## src/rtl/riscv_nbit_pkg.sv

```systemverilog
// Shared definitions for the riscv_nbit core:
// opcodes, instruction fields and FSM states.
package riscv_nbit_pkg;

   localparam int ILEN = 16;

   localparam int OP_HI  = 15;
   localparam int OP_LO  = 12;
   localparam int RD_HI  = 11;
   localparam int RD_LO  = 9;
   localparam int RS1_HI = 8;
   localparam int RS1_LO = 6;
   localparam int RS2_HI = 5;
   localparam int RS2_LO = 3;
   localparam int IMM_HI = 5;
   localparam int IMM_LO = 0;

   localparam logic [3:0] OP_NOP  = 4'd0;
   localparam logic [3:0] OP_ADD  = 4'd1;
   localparam logic [3:0] OP_SUB  = 4'd2;
   localparam logic [3:0] OP_AND  = 4'd3;
   localparam logic [3:0] OP_OR   = 4'd4;
   localparam logic [3:0] OP_XOR  = 4'd5;
   localparam logic [3:0] OP_ADDI = 4'd6;
   localparam logic [3:0] OP_LI   = 4'd7;
   localparam logic [3:0] OP_BNEZ = 4'd8;
   localparam logic [3:0] OP_JMP  = 4'd9;
   localparam logic [3:0] OP_HALT = 4'd15;

   typedef enum logic [1:0] {
      S_FETCH,
      S_EXEC,
      S_WB,
      S_HALT
   } state_t;

endpackage

```

## src/rtl/riscv_nbit_regfile.sv

```systemverilog
// Register file: two async read ports, one sync write port.
// r0 and indices beyond NREGS read as zero and ignore writes.
module riscv_nbit_regfile #(
   parameter int XLEN  = 8,
   parameter int NREGS = 4
) (
   input  logic            clk,
   input  logic            reset,
   input  logic            we,
   input  logic [2:0]      waddr,
   input  logic [XLEN-1:0] wdata,
   input  logic [2:0]      raddr1,
   input  logic [2:0]      raddr2,
   output logic [XLEN-1:0] rdata1,
   output logic [XLEN-1:0] rdata2
);

   localparam int AW = (NREGS > 1) ? $clog2(NREGS) : 1;

   logic [XLEN-1:0] regs [NREGS];

   function automatic logic live(input logic [2:0] a);
      return (a != 3'd0) && (int'(a) < NREGS);
   endfunction

   assign rdata1 = live(raddr1) ? regs[raddr1[AW-1:0]] : '0;
   assign rdata2 = live(raddr2) ? regs[raddr2[AW-1:0]] : '0;

   // Write port; dropped writes leave the array untouched
   always_ff @(posedge clk or posedge reset) begin
      if (reset) begin
         for (int i = 0; i < NREGS; i++) regs[i] <= '0;
      end else if (we && live(waddr)) begin
         regs[waddr[AW-1:0]] <= wdata;
      end
   end

endmodule

```

## src/rtl/riscv_nbit_core.sv

```systemverilog
// Multi-cycle core: FETCH -> EXECUTE -> WRITEBACK, with
// branches, halt, run/stall, sticky illegal flag and retire count.
module riscv_nbit_core
   import riscv_nbit_pkg::*;
#(
   parameter int XLEN  = 8,
   parameter int NREGS = 4,
   parameter int PC_W  = 4
) (
   input  logic            clk,
   input  logic            reset,
   input  logic            run,
   output logic [PC_W-1:0] imem_addr,
   input  logic [ILEN-1:0] imem_data,
   output logic [PC_W-1:0] pc,
   output logic [XLEN-1:0] result,
   output logic            carry,
   output logic            halted,
   output logic            illegal,
   output logic [15:0]     retired
);

   state_t          state;
   logic [ILEN-1:0] ir;
   logic [XLEN-1:0] a, b, alu, alu_q;
   logic [XLEN-1:0] imm_z, imm_s;
   logic [PC_W-1:0] npc, npc_q, tgt;
   logic [3:0]      op;
   logic            cout, wr, arith, bad, halt;
   logic            cout_q, wr_q, arith_q, halt_q;

   assign op        = ir[OP_HI:OP_LO];
   assign imm_z     = XLEN'(ir[IMM_HI:IMM_LO]);
   assign imm_s     = XLEN'($signed(ir[IMM_HI:IMM_LO]));
   assign tgt       = PC_W'(ir[IMM_HI:IMM_LO]);
   assign imem_addr = pc;

   riscv_nbit_regfile #(
      .XLEN  (XLEN),
      .NREGS (NREGS)
   ) u_rf (
      .clk    (clk),
      .reset  (reset),
      .we     ((state == S_WB) && wr_q),
      .waddr  (ir[RD_HI:RD_LO]),
      .wdata  (alu_q),
      .raddr1 (ir[RS1_HI:RS1_LO]),
      .raddr2 (ir[RS2_HI:RS2_LO]),
      .rdata1 (a),
      .rdata2 (b)
   );

   // ALU, carry and next-pc decode for the instruction in IR
   always_comb begin
      alu   = '0;
      cout  = 1'b0;
      wr    = 1'b0;
      arith = 1'b0;
      bad   = 1'b0;
      halt  = 1'b0;
      npc   = pc + PC_W'(1);
      unique case (op)
         OP_NOP: ;
         OP_ADD: begin
            {cout, alu} = {1'b0, a} + {1'b0, b};
            wr = 1'b1;
            arith = 1'b1;
         end
         OP_SUB: begin
            // carry is the inverted borrow: a + ~b + 1
            {cout, alu} = {1'b0, a} + {1'b0, ~b} + (XLEN+1)'(1);
            wr = 1'b1;
            arith = 1'b1;
         end
         OP_AND: begin alu = a & b; wr = 1'b1; end
         OP_OR:  begin alu = a | b; wr = 1'b1; end
         OP_XOR: begin alu = a ^ b; wr = 1'b1; end
         OP_ADDI: begin
            {cout, alu} = {1'b0, a} + {1'b0, imm_s};
            wr = 1'b1;
            arith = 1'b1;
         end
         OP_LI:   begin alu = imm_z; wr = 1'b1; end
         OP_BNEZ: if (a != '0) npc = tgt;
         OP_JMP:  npc = tgt;
         OP_HALT: begin halt = 1'b1; npc = pc; end
         default: bad = 1'b1;
      endcase
   end

   // Instruction sequencer and architectural state
   always_ff @(posedge clk or posedge reset) begin
      if (reset) begin
         state   <= S_FETCH;
         ir      <= '0;
         pc      <= '0;
         result  <= '0;
         carry   <= 1'b0;
         halted  <= 1'b0;
         illegal <= 1'b0;
         retired <= '0;
         alu_q   <= '0;
         npc_q   <= '0;
         cout_q  <= 1'b0;
         wr_q    <= 1'b0;
         arith_q <= 1'b0;
         halt_q  <= 1'b0;
      end else begin
         unique case (state)
            S_FETCH: if (run) begin
               ir    <= imem_data;
               state <= S_EXEC;
            end
            S_EXEC: begin
               alu_q   <= alu;
               cout_q  <= cout;
               npc_q   <= npc;
               wr_q    <= wr;
               arith_q <= arith;
               halt_q  <= halt;
               if (bad) illegal <= 1'b1;
               state <= S_WB;
            end
            S_WB: begin
               if (wr_q) result <= alu_q;
               if (arith_q) carry <= cout_q;
               pc <= npc_q;
               if (retired != 16'hFFFF) retired <= retired + 16'd1;
               if (halt_q) begin
                  halted <= 1'b1;
                  state  <= S_HALT;
               end else begin
                  state <= S_FETCH;
               end
            end
            S_HALT: ;
         endcase
      end
   end

endmodule

```

## config.mk

```make
export PLATFORM = sky130hd
export DESIGN_NAME = riscv_nbit_core
export DESIGN_NICKNAME = d
export VERILOG_FILES = /design/src/rtl/riscv_nbit_pkg.sv /design/src/rtl/riscv_nbit_regfile.sv /design/src/rtl/riscv_nbit_core.sv
export SDC_FILE = /design/constraint.sdc
export NUM_CORES = 1
export LEC_CHECK = 0
export BUFFER_PORTS_ARGS = -buffer_cell sky130_fd_sc_hd__buf_4
export CORE_MARGIN = 5
export CORE_UTILIZATION = 59
export DETAILED_ROUTE_END_ITERATION = 10
export PLACE_DENSITY = 0.9
export SLEW_MARGIN = 0
export SYNTH_ARGS = -nofsm -noshare
export SYNTH_HDL_FRONTEND = slang
export SYNTH_SLANG_ARGS = --single-unit
```

## constraint.sdc

```tcl
create_clock -name clk -period 4.9 [get_ports clk]
set_input_delay 0.49 -clock clk [delete_from_list [all_inputs] [get_ports clk]]
set_output_delay 0.49 -clock clk [all_outputs]
set_load 0.03 [all_outputs]
```

Word level (Yosys, flattened, before mapping)
Cells that the tools add are included.

Eq/ne operators: 14. $add $sub $neg: 6. $lt $le $gt $ge: 7. Reduce and logical (&&, ||, !) cells: 23. Muxes and demuxes: 21. Bitwise operators: 8.

Operators by type and width (number): two-way mux 8 bit (7); case mux 8 bit (7 select lines) (1); binary-select mux 8 bit (select 2 bit) (2); bitwise mux 32 bit (1); adder 8 x 8 -> 9 bit (3); adder 16 x 1 -> 16 bit (second input constant) (1); demux 8 bit (select 2 bit) (1); equality test 4 x 3 -> 1 bit (second input constant) (4); != test 16 bit (second input constant) (1); AND reduction 2 bit (7); equality test 4 bit (second input constant) (3); case mux 4 bit (3 select lines) (1); nonzero test 3 bit (4); OR reduction 11 bit (1); adder 9 x 1 -> 9 bit (second input constant) (1); greater-or-equal comparator 3 bit (second input constant) (3); < comparator 3 bit (second input constant) (3); NOT 2 -> 3 bit (3); bitwise AND 8 bit (1); equality test 4 x 2 -> 1 bit (second input constant) (2); NOT 8 bit (1); OR 8 bit (1); nonzero test 8 bit (1); bitwise XOR 8 bit (1); other kinds (17) (25).

Word-level logic and storage cells: 97. Register bits after elaboration: 97. Output and inout bits: 35.

Depth between registers and ports, before layout
Gate-level depths: netlist of run 1.

Word-level depth: 9. Mapped depth: 16.

Cells and area by module
A second synthesis of run 1 with hierarchy kept.

Cells, all modules: 592. Area, all modules: 5906.9 sq um.

By module, submodules not included: riscv_nbit_core (area each 4508.1 sq um, cells an instance 485, instances 1, sequential area each 1626.6 sq um); riscv_nbit_regfile (area each 1398.8 sq um, cells an instance 107, instances 1, sequential area each 600.6 sq um).

Worst setup path before layout of run 1
OpenSTA, ideal clock, no wires.

Path type: register -> register. Start point: register ir[6]. End point: register cout_q. Data arrival time: 3242 ps. Slack: 1520 ps. Stages on the path, launching flop included: 16. Path through: dfrtp_1 -> buf_2 -> mux4_2 -> and2_1 -> inv_1 -> ha_1 -> inv_1 -> fa_1 -> nor2b_1 -> o21ai_0 -> nand2b_1 -> a21oi_1 -> o21bai_1 -> a211oi_1 -> nor3_1 -> or4b_1.

Longest elaborated chain between the ends: 8.

RTL lines: start: declaration (line riscv_nbit_core.sv:24) `logic [ILEN-1:0] ir;`; start signal: assignment (line riscv_nbit_core.sv:111) `ir <= imem_data;`; NOT 2 -> 3 bit (not written as such) (line riscv_nbit_regfile.sv:26) `assign rdata1 = live(raddr1) ? regs[raddr1[AW-1:0]] : '0;`; binary-select mux 8 bit (select 2 bit) (line riscv_nbit_regfile.sv:26); two-way mux 8 bit (not written as such) (2 in series) (line riscv_nbit_regfile.sv:26); two-way mux 8 bit * (line riscv_nbit_regfile.sv:26); adder 8 x 8 -> 9 bit (line riscv_nbit_core.sv:71) `{cout, alu} = {1'b0, a} + {1'b0, ~b} + (XLEN+1)'(1);`; adder 9 x 1 -> 9 bit (line riscv_nbit_core.sv:71); case mux 1 bit (3 select lines) * (line riscv_nbit_core.sv:62) `unique case (op)`; end signal: assignment (line riscv_nbit_core.sv:116) `cout_q <= cout;`; end: declaration (line riscv_nbit_core.sv:30) `logic cout_q, wr_q, arith_q, halt_q;`.

Mark *: on every way between the ends. The rest lies on a longest branch, timed or not. The select of a mux whose other input is x is not followed. A chain may end at the register's enable or synchronous reset.

Worst setup path after layout of run 1
Start point: register ir[4]. End point: register cout_q.

Longest elaborated chain between the ends: 9.

RTL lines: NOT 2 -> 3 bit (not written as such) (line riscv_nbit_regfile.sv:27) `assign rdata2 = live(raddr2) ? regs[raddr2[AW-1:0]] : '0;`; binary-select mux 8 bit (select 2 bit) (line riscv_nbit_regfile.sv:27); two-way mux 8 bit (not written as such) (2 in series) (line riscv_nbit_regfile.sv:27); two-way mux 8 bit (line riscv_nbit_regfile.sv:27); NOT 8 bit (line riscv_nbit_core.sv:71); adder 8 x 8 -> 9 bit (line riscv_nbit_core.sv:71); adder 9 x 1 -> 9 bit (line riscv_nbit_core.sv:71); case mux 1 bit (3 select lines) * (line riscv_nbit_core.sv:62).

Marks and branches as above.

==> flow_metrics.tcl, run 1 <==
set metrics [dict create \
    synth_top_area_share 0.389 \
    path_class "reg -> reg" \
    cts_sinks 93 \
    multi_input_area_um2 3290 \
    synthesis.area_um2 5980 \
    ys_top_cells_by_count "dfrtp_1, nand2_1, inv_1, mux2_2, o21ai_0" \
    ff_latch_area_um2 2330 \
    worst_slew_pin_slew_ns 0.988 \
    drv_slew 0 \
    met1_usage 0.339 \
    antenna_left 0 \
    startpoint_type "register" \
    grt_pass1_vias 4988 \
    drive_above_1_share 0.216 \
    drv_cap 0 \
    synthFlopType "dfrtp_1" \
    place_hpwl_um 11300 \
    vias_per_cell 6.13 \
    max-vdd-ir-drop_uv 384 \
    grt_max_degree 72 \
    yosysWarningCount 0 \
    relSlewSlack 0.336 \
    timing.rr.end "cout_q$_DFFE_PP0P_" \
    yosysSeqAreaShare 0.389 \
    leakage_nw 2.98 \
    cts_buffer_depth 2 \
    fmax_ghz 0.260 \
    gr-usage-met2 0.396 \
    critPathLaunch "ir[4]$_DFFE_PP0P_" \
    grt_pass1_wl_um 25300 \
    post_cts_resized 0 \
    arrival_ns 4.09 \
    yosysMostFrequentCell "dfrtp_1" \
    core_um2 9820 \
    top_usage_layer "met2" \
    final_nets 720 \
    hold_violations 0 \
    synthCells 636 \
    grt_use_met3 0.0650 \
    status "finished, final reports clean" \
    die_area_um2 12300 \
    synth-edff-count 0 \
    start_util 0.609 \
    synth-seq-cells 93 \
    drcViolationCount 0 \
    reg2reg_slack_ns 1.05 \
    crit_path_end_kind "register" \
    grt.total_usage 0.253 \
    ys_async_sr_fraction 1.00 \
    antenna_found_initial 0 \
    cts_made_buffers 9 \
    die_h_um 111 \
    row_count 36 \
    root_buffer "clkbuf_8" \
    post-route-min-period_ns 3.85 \
    antenna_cells 0 \
    fin_crit_sh 0.786 \
    drtPass1Iterations 6 \
    insertion_delay_ns 0.37 \
    overflow 0 \
    die_x_um 111 \
    hold_class "in -> async" \
    num-fill-cells 761 \
    tritoncts "built" \
    yosys.cell_types.count 67 \
    grt_setup_unrepaired "false" \
    first_iter_violations 424 \
    p_per_area_nw_per_um2 477 \
    rr_worst_depth 14 \
    skew_ns 0.0138 \
    wl_per_cell_um 18.9 \
    tns_ns 0 \
    ios 54 \
    yosys-top-cells-area "dfrtp_1, mux2_2, ha_1" \
    r2r-start "ir[4]$_DFFE_PP0P_" \
    cts_setup_buffers 0 \
    avgSynthCellArea_um2 9.41 \
    cp.required_ns 5.14 \
    fin_ws_ns 1.05 \
    routed_wl_um 15200 \
    dp_slack_ns 1.09 \
    htreeDepth 3 \
    syn-num-nets 689 \
    setup_violations 0 \
    clk_pin_slew_ns 0.10 \
    path_max_fanout 16 \
    crit_end "cout_q$_DFFE_PP0P_" \
    place_congestion 0.982 \
    syn_to_final_growth_pct 10.8 \
    final_util 0.675 \
    portBuffers 53 \
    postCtsHoldBufs 0 \
    synth_top_area_cell "dfrtp_1" \
    num_vias 4934 \
]
-- placed cells by master, fill, tap and decap left out, types with 4 or more instances in the layout --
master	instances
and2_1	7
dfrtp_1	93
or2_2	4
o21a_1	6
nor2_1	35
a21oi_1	25
xor2_1	10
mux2i_1	4
o21ai_0	45
mux4_2	5
inv_1	49
nand3_1	14
o221ai_1	6
nand2b_1	12
clkbuf_8	9
mux2_2	45
a32o_1	4
xnor2_1	19
buf_4	55
o31ai_1	5
nor2b_1	8
nor3_1	10
ha_1	31
and3_1	6
nand2_1	81
o22ai_1	14
-- how the worst min path moves through the flow --
stage,from,end,slack [ns]
after floorplan,u_rf.regs[24]$_DFFE_PP0P_,u_rf.regs[24]$_DFFE_PP0P_,0.42
after global placement,u_rf.regs[30]$_DFFE_PP0P_,u_rf.regs[30]$_DFFE_PP0P_,0.37
after detailed placement,u_rf.regs[30]$_DFFE_PP0P_,u_rf.regs[30]$_DFFE_PP0P_,0.36
after CTS,reset,ir[12]$_DFFE_PP0P_,0.08
after global routing,reset,ir[12]$_DFFE_PP0P_,0.12
final,reset,ir[12]$_DFFE_PP0P_,0.09
-- through the flow --
step           power, mW  std cells  hold WS, ns  cell area, um2
4_1_cts             3.16        805       0.0798            6630
3_3_place_gp        2.51        789        0.367            6400
6_report            3.16        805       0.0874            6630
5_1_grt             3.36        805        0.118            6630
3_5_place_dp        2.58        789        0.363            6400
2_1_floorplan       2.20        636        0.425            5980
-- cells by family (layout without fill, tap and decap cells) --
| group | Yosys count | in the layout | synth area share |
|---|---|---|---|
| AND/OR/NAND/NOR | 190 | 190 | 0.148 |
| AO/OA/AOI/OAI | 145 | 145 | 0.166 |
| flip-flops | 93 | 93 | 0.389 |
| buffers and inverters | 88 | 124 | 0.0606 |
| multiplexers | 56 | 56 | 0.118 |
| adder cells (fa/ha/maj) | 35 | 35 | 0.0767 |
| XOR/XNOR | 29 | 29 | 0.0424 |
-- critical path, stage by stage, from the launching register on --
cell      delay, ns
dfrtp_1        0.71
nor2b_1        0.52
nand2_1        0.10
a21oi_1        0.24
ha_1           0.22
inv_1          0.06
fa_1           0.39
nor2b_1        0.14
o21ai_0        0.16
nand2b_1       0.12
a21oi_1        0.18
o21bai_1       0.12
a211oi_1       0.24
nor3_1         0.07
or4b_1         0.46
-- power breakdown --
group	switching [mW]	leakage [nW]	internal [mW]	total (mW)
combinational	0.747	1.64	0.533	1.28
sequential	0.359	1.23	0.945	1.30
clock	0.286	0.108	0.294	0.580
total	1.39	2.98	1.77	3.16
-- routing by layer --
layer  wire length, um  vias up
met3              1400       47
met4               502        0
met1              6220     2377
met2              7060      238
li1                  -     2272
met5                 0        -
-- final cells by class --
class                   count  area share
clock inverters             7      0.0157
flip-flops and latches     93       0.351
repair buffers             55      0.0623
multi-input cells         455       0.497
clock buffers               9      0.0187
well taps                 133      0.0251
inverters                  53      0.0302
-- sequential cells by signal, summed over array words and instances, names as in the netlist --
register	count
alu_q	8
npc_q	4
retired	16
halted	1
imem_addr	4
cout_q	1
u_rf.regs	28
arith_q	1
carry	1
result	8
ir	16
state	2
halt_q	1
illegal	1
wr_q	1
Note: power is estimated with default switching activity, not from simulation.
==> run 2: changes to the inputs <==
==> constraint.sdc (replaced) <==
create_clock -name clk -period 3.6 [get_ports clk]
set_input_delay 0.36 -clock clk [delete_from_list [all_inputs] [get_ports clk]]
set_output_delay 0.36 -clock clk [all_outputs]
set_load 0.03 [all_outputs]
==> run 2 against run 1 <==
Effect of this change:
- worst hold slack better by 0.051 ns
- non-clock buffer count up 16
- critical path depth decreased by 2
==> flow_metrics.tcl, run 2 (synthesis gave the netlist of run 1 again) <==
set metrics [dict create \
    placed_area_um2 6510 \
    start_util 0.609 \
    final_nets 736 \
    syn_to_final_growth_pct 12.9 \
    clk_pin_slew_ns 0.10 \
    grt_setup_unrepaired "false" \
    dp_cells 804 \
    ios 54 \
    grt_max_degree 54 \
    crit_cells 12 \
    hold_class "in -> async" \
    tns_ns 0 \
    switching_share 0.442 \
    hold_violations 0 \
    path_class "reg -> reg" \
    worst_slew_pin_slew_ns 0.980 \
    p_per_area_nw_per_um2 653 \
    path_max_fanout 5 \
    place_hpwl_um 11800 \
    reg_top3 "u_rf.regs x28, ir x16, retired x16" \
    drv_slew 0 \
    rr_worst_depth 12 \
    cts_made_buffers 9 \
    skew_ns 0.0152 \
    final_cell_mix "dfrtp_1, nand2_1, buf_4" \
    routed_wl_um 16000 \
    root_buffer "clkbuf_8" \
    status "finished, final reports clean" \
    drcViolationCount 0 \
    first_iter_violations 483 \
    antenna_left 0 \
    critPathMostFrequentCell "o211ai_1" \
    holdWs_ns 0.138 \
    crit_path_cell_trace "buf_4 > mux4_2 > and2_1 > ha_1 > a21oi_1 > o211ai_1 > a22oi_1 > o211ai_1 > a311oi_1 > xor2_1 > nor2_1 > o31a_1" \
    p_int_mw 2.46 \
    insertion_delay_ns 0.38 \
    switchingPower_mw 1.95 \
    grt.total_usage 0.264 \
    cp_num_buf_inv 1 \
    regMostFlops "u_rf.regs" \
    startpoint_type "register" \
    antenna_found_initial 0 \
    htreeDepth 3 \
    antenna_cells 0 \
    leakage_nw 3.06 \
    overflow 0 \
    place_congestion 0.955 \
    final_common_cell "dfrtp_1" \
    die_x_um 111 \
    power.total_mw 4.41 \
    wl_per_cell_um 19.5 \
    finalNonFillerCells 821 \
    die_h_um 111 \
    crit_path_end_kind "register" \
    largest_reg_flops 28 \
    row_count 36 \
    fin_crit_sh 0.983 \
    cp_top_family "compound AO/OA/AOI/OAI gates" \
    die_area_um2 12300 \
    vias_per_cell 6.15 \
    fmax_ghz 0.283 \
    p_clk_frac 0.174 \
    cpMaxStageDelayCell "mux4_2" \
    core_um2 9820 \
    post-route-min-period_ns 3.54 \
    final_area_um2 6760 \
    p_comb_frac 0.460 \
    drv_cap 0 \
    cp_slowest_stage_delay_ns 0.52 \
    grt_pass1_wl_um 26400 \
    num_vias 5046 \
    grt_pass1_vias 5144 \
    cp.required_ns 3.86 \
    drive_above_1_share 0.244 \
    cts_sinks 93 \
    tritoncts "built" \
    max-vdd-ir-drop_uv 436 \
    relSlewSlack 0.341 \
    drtPass1Iterations 8 \
    cts_buffer_depth 2 \
    num-fill-cells 770 \
    portBuffers 53 \
    arrival_ns 3.80 \
    setup_violations 0 \
    p_seq_frac 0.366 \
]
[run 2: worst paths after layout]
check | from | end | slack [ns]
min in group clk | imem_data[1] | ir[1]$_DFFE_PP0P_ | 0.20
setup / recovery | ir[6]$_DFFE_PP0P_ | alu_q[7]$_DFFE_PP0P_ | 0.06
hold / removal | reset | retired[1]$_DFFE_PP0P_ | 0.14
max in group asynchronous | reset | ir[6]$_DFFE_PP0P_ | 2.64
setup reg to reg | ir[6]$_DFFE_PP0P_ | alu_q[7]$_DFFE_PP0P_ | 0.06
hold reg to reg | u_rf.regs[30]$_DFFE_PP0P_ | u_rf.regs[30]$_DFFE_PP0P_ | 0.38
[run 2: metrics by stage]
stage / worst slack (ns) / utilization
6_report: 0.0615 / 0.688
5_1_grt: 0.00440 / 0.688
4_1_cts: 0.0306 / 0.685
3_5_place_dp: 0.0714 / 0.663
3_3_place_gp: 0.164 / 0.663
2_1_floorplan: 0.220 / -
[run 2: area by class of cell]
cell class                 count  area [um2]  share of cell area
multi-input combinational    455        3310               0.490
sequential                    93        2330               0.345
timing repair buffer          71         533              0.0789
inverter                      53         200              0.0296
tap                          133         166              0.0246
clock buffer                  11         151              0.0224
clock inverter                 5        65.1             0.00963
[run 2: what timing repair did]
| item | 4_1_cts | 5_1_grt |
|---|---|---|
| resized for setup | 0 | 9 |
| buffers inserted | 0 | 1 |
| setup endpoints to repair | 0 | 1 |
| hold buffers | 0 | 0 |
[run 2: power groups by stage]
stage / Clock [mW] / Combinational [mW] / Sequential, mW
floorplan: 0 / 1.37 / 1.62
global placement: 0 / 1.92 / 1.61
detailed placement: 0 / 1.98 / 1.63
CTS: 0.771 / 1.99 / 1.61
global route: 0.814 / 2.19 / 1.66
finish: 0.768 / 2.03 / 1.62
[run 2: per-layer routing]
layer | global-route usage | vias up | share of wire
met5 | 0 | - | 0
met3 | 0.0524 | 50 | 0.069
met4 | 0.0813 | 0 | 0.023
li1 | - | 2299 | -
met1 | 0.341 | 2472 | 0.42
met2 | 0.449 | 225 | 0.48
==> run 3: changes to the inputs <==
--- a/config.mk
+++ b/config.mk
@@ -9,7 +9,7 @@
 export CORE_MARGIN = 5
 export CORE_UTILIZATION = 59
 export DETAILED_ROUTE_END_ITERATION = 10
-export PLACE_DENSITY = 0.9
+export PLACE_DENSITY = 0.87
 export SLEW_MARGIN = 0
 export SYNTH_ARGS = -nofsm -noshare
 export SYNTH_HDL_FRONTEND = slang
==> run 3 against run 2 <==
Effect of this change:
- non-clock buffer count up 1
- sequential power is essentially flat
- die area unchanged
- wire length decreased by 3.7%
- power rose by 0.67%
- maximum frequency grew 3.5%
- cell count unchanged
- register-to-register slack improved by 0.12 ns
- clock power up 9.2%
- cell area increased by 0.31%
- setup slack improved by 0.12 ns
- critical endpoint is now cout_q$_DFFE_PP0P_
- largest cell class unchanged
==> flow_metrics.tcl, run 3 (synthesis gave the netlist of run 1 again) <==
set metrics [dict create \
    dp_slack_ns 0.152 \
    syn_to_final_growth_pct 13.3 \
    largest_reg_flops 28 \
    drv_slew 0 \
    cts_sinks 93 \
    htreeDepth 3 \
    root_buffer "clkbuf_8" \
    grt_pass1_vias 4939 \
    hold_violations 0 \
    leakage_nw 3.08 \
    fmax_ghz 0.293 \
    regMostFlops "u_rf.regs" \
    cts_made_buffers 9 \
    startpoint_type "register" \
    rr_worst_depth 13 \
    place_hpwl_um 11700 \
    p_per_area_nw_per_um2 655 \
    final_area_um2 6780 \
    max-vdd-ir-drop_uv 467 \
    status "finished, final reports clean" \
    setup_violations 0 \
    cts_buffer_depth 2 \
    clk_pin_slew_ns 0.09 \
    drive_above_1_share 0.238 \
    holdWs_ns 0.0826 \
    fin_ws_ns 0.182 \
    antenna_left 0 \
    row_count 36 \
    postCtsHoldBufs 0 \
    die_h_um 111 \
    power.total_mw 4.44 \
    final_nets 737 \
    grt_max_degree 56 \
    grt_setup_unrepaired "false" \
    antenna_cells 0 \
    path_max_fanout 3 \
    ios 54 \
    place_congestion 0.988 \
    overflow 0 \
    crit_end "cout_q$_DFFE_PP0P_" \
    post-route-min-period_ns 3.42 \
    final_cell_mix "dfrtp_1, nand2_1, buf_4" \
    drcViolationCount 0 \
    drtPass1Iterations 5 \
    first_iter_violations 378 \
    final_common_cell "dfrtp_1" \
    timing.rr.end "cout_q$_DFFE_PP0P_" \
    placed_area_um2 6530 \
    reg2reg_slack_ns 0.18 \
    hold_class "in -> async" \
    tns_ns 0 \
    cp_slowest_stage_delay_ns 0.52 \
    insertion_delay_ns 0.38 \
    die_area_um2 12300 \
    tritoncts "built" \
    cpMaxStageDelayCell "mux4_2" \
    antenna_found_initial 0 \
    fin_crit_sh 0.949 \
    crit_path_end_kind "register" \
    path_class "reg -> reg" \
    portBuffers 53 \
    num_vias 4916 \
    grt_pass1_wl_um 25600 \
    start_util 0.609 \
    cts_setup_buffers 0 \
    worst_slew_pin_slew_ns 0.895 \
    die_x_um 111 \
    critPathLaunch "ir[6]$_DFFE_PP0P_" \
    r2r-start "ir[6]$_DFFE_PP0P_" \
    routed_wl_um 15400 \
    reg_top3 "u_rf.regs x28, ir x16, retired x16" \
    grt.total_usage 0.260 \
    arrival_ns 3.67 \
    relSlewSlack 0.399 \
    crit_path_cell_trace "mux4_2 > and2_1 > buf_4 > ha_1 > inv_1 > fa_1 > nor2_1 > maj3_2 > a2111oi_2 > a211oi_2 > nand3_1 > a21boi_1 > or4b_1" \
    skew_ns 0.00868 \
    drv_cap 0 \
    wl_per_cell_um 18.8 \
    vias_per_cell 5.99 \
    core_um2 9820 \
    cp.required_ns 3.86 \
]
==> run 3: power by group <==
| part | total, mW | switching (mW) | internal, mW |
|---|---|---|---|
| clock | 0.839 | 0.377 | 0.461 |
| sequential | 1.63 | 0.343 | 1.29 |
| combinational | 1.97 | 1.18 | 0.791 |
==> run 3: worst max-delay path: cells and delay by family, from the launching register on <==
kind,cells,cell delay (ns)
AND/OR/NAND/NOR,4,0.86
buffers and inverters,2,0.22
adder cells (fa/ha/maj),3,0.78
flip-flops,1,0.41
multiplexers,1,0.52
AO/OA/AOI/OAI,3,0.49
==> run 3: routing by layer <==
metal | vias up | GRT usage | part of all wire
li1 | 2301 | - | -
met1 | 2406 | 0.350 | 0.44
met2 | 180 | 0.414 | 0.47
met3 | 29 | 0.0573 | 0.070
met4 | 0 | 0.0928 | 0.025
met5 | - | 0 | 0
==> run 3: how the worst min path moves through the flow <==
stage / to / slack (ns) / start
2_1_floorplan: u_rf.regs[24]$_DFFE_PP0P_ / 0.42 / u_rf.regs[24]$_DFFE_PP0P_
3_3_place_gp: u_rf.regs[30]$_DFFE_PP0P_ / 0.36 / u_rf.regs[30]$_DFFE_PP0P_
3_5_place_dp: u_rf.regs[30]$_DFFE_PP0P_ / 0.36 / u_rf.regs[30]$_DFFE_PP0P_
4_1_cts: retired[13]$_DFFE_PP0P_ / 0.09 / reset
5_1_grt: retired[12]$_DFFE_PP0P_ / 0.12 / reset
6_report: retired[12]$_DFFE_PP0P_ / 0.08 / reset
==> run 3: timing repair <==
action	in CTS	in global routing
hold endpoints to repair	0	0
setup endpoints to repair	0	1
resized for setup	0	4
==> run 3: cell type report <==
type / instances / area (um2)
multi-input combinational: 455 / 3310
fill: 782 / 3040
sequential: 93 / 2330
timing repair buffer: 72 / 541
inverter: 53 / 200
tap: 133 / 166
clock buffer: 10 / 128
clock inverter: 5 / 108
==> run 3: metrics by stage <==
stage | instances | utilization
after floorplan | 636 | -
after CTS | 821 | 0.689
after global placement | 806 | 0.665
final | 821 | 0.690
after global routing | 821 | 0.690
after detailed placement | 806 | 0.665
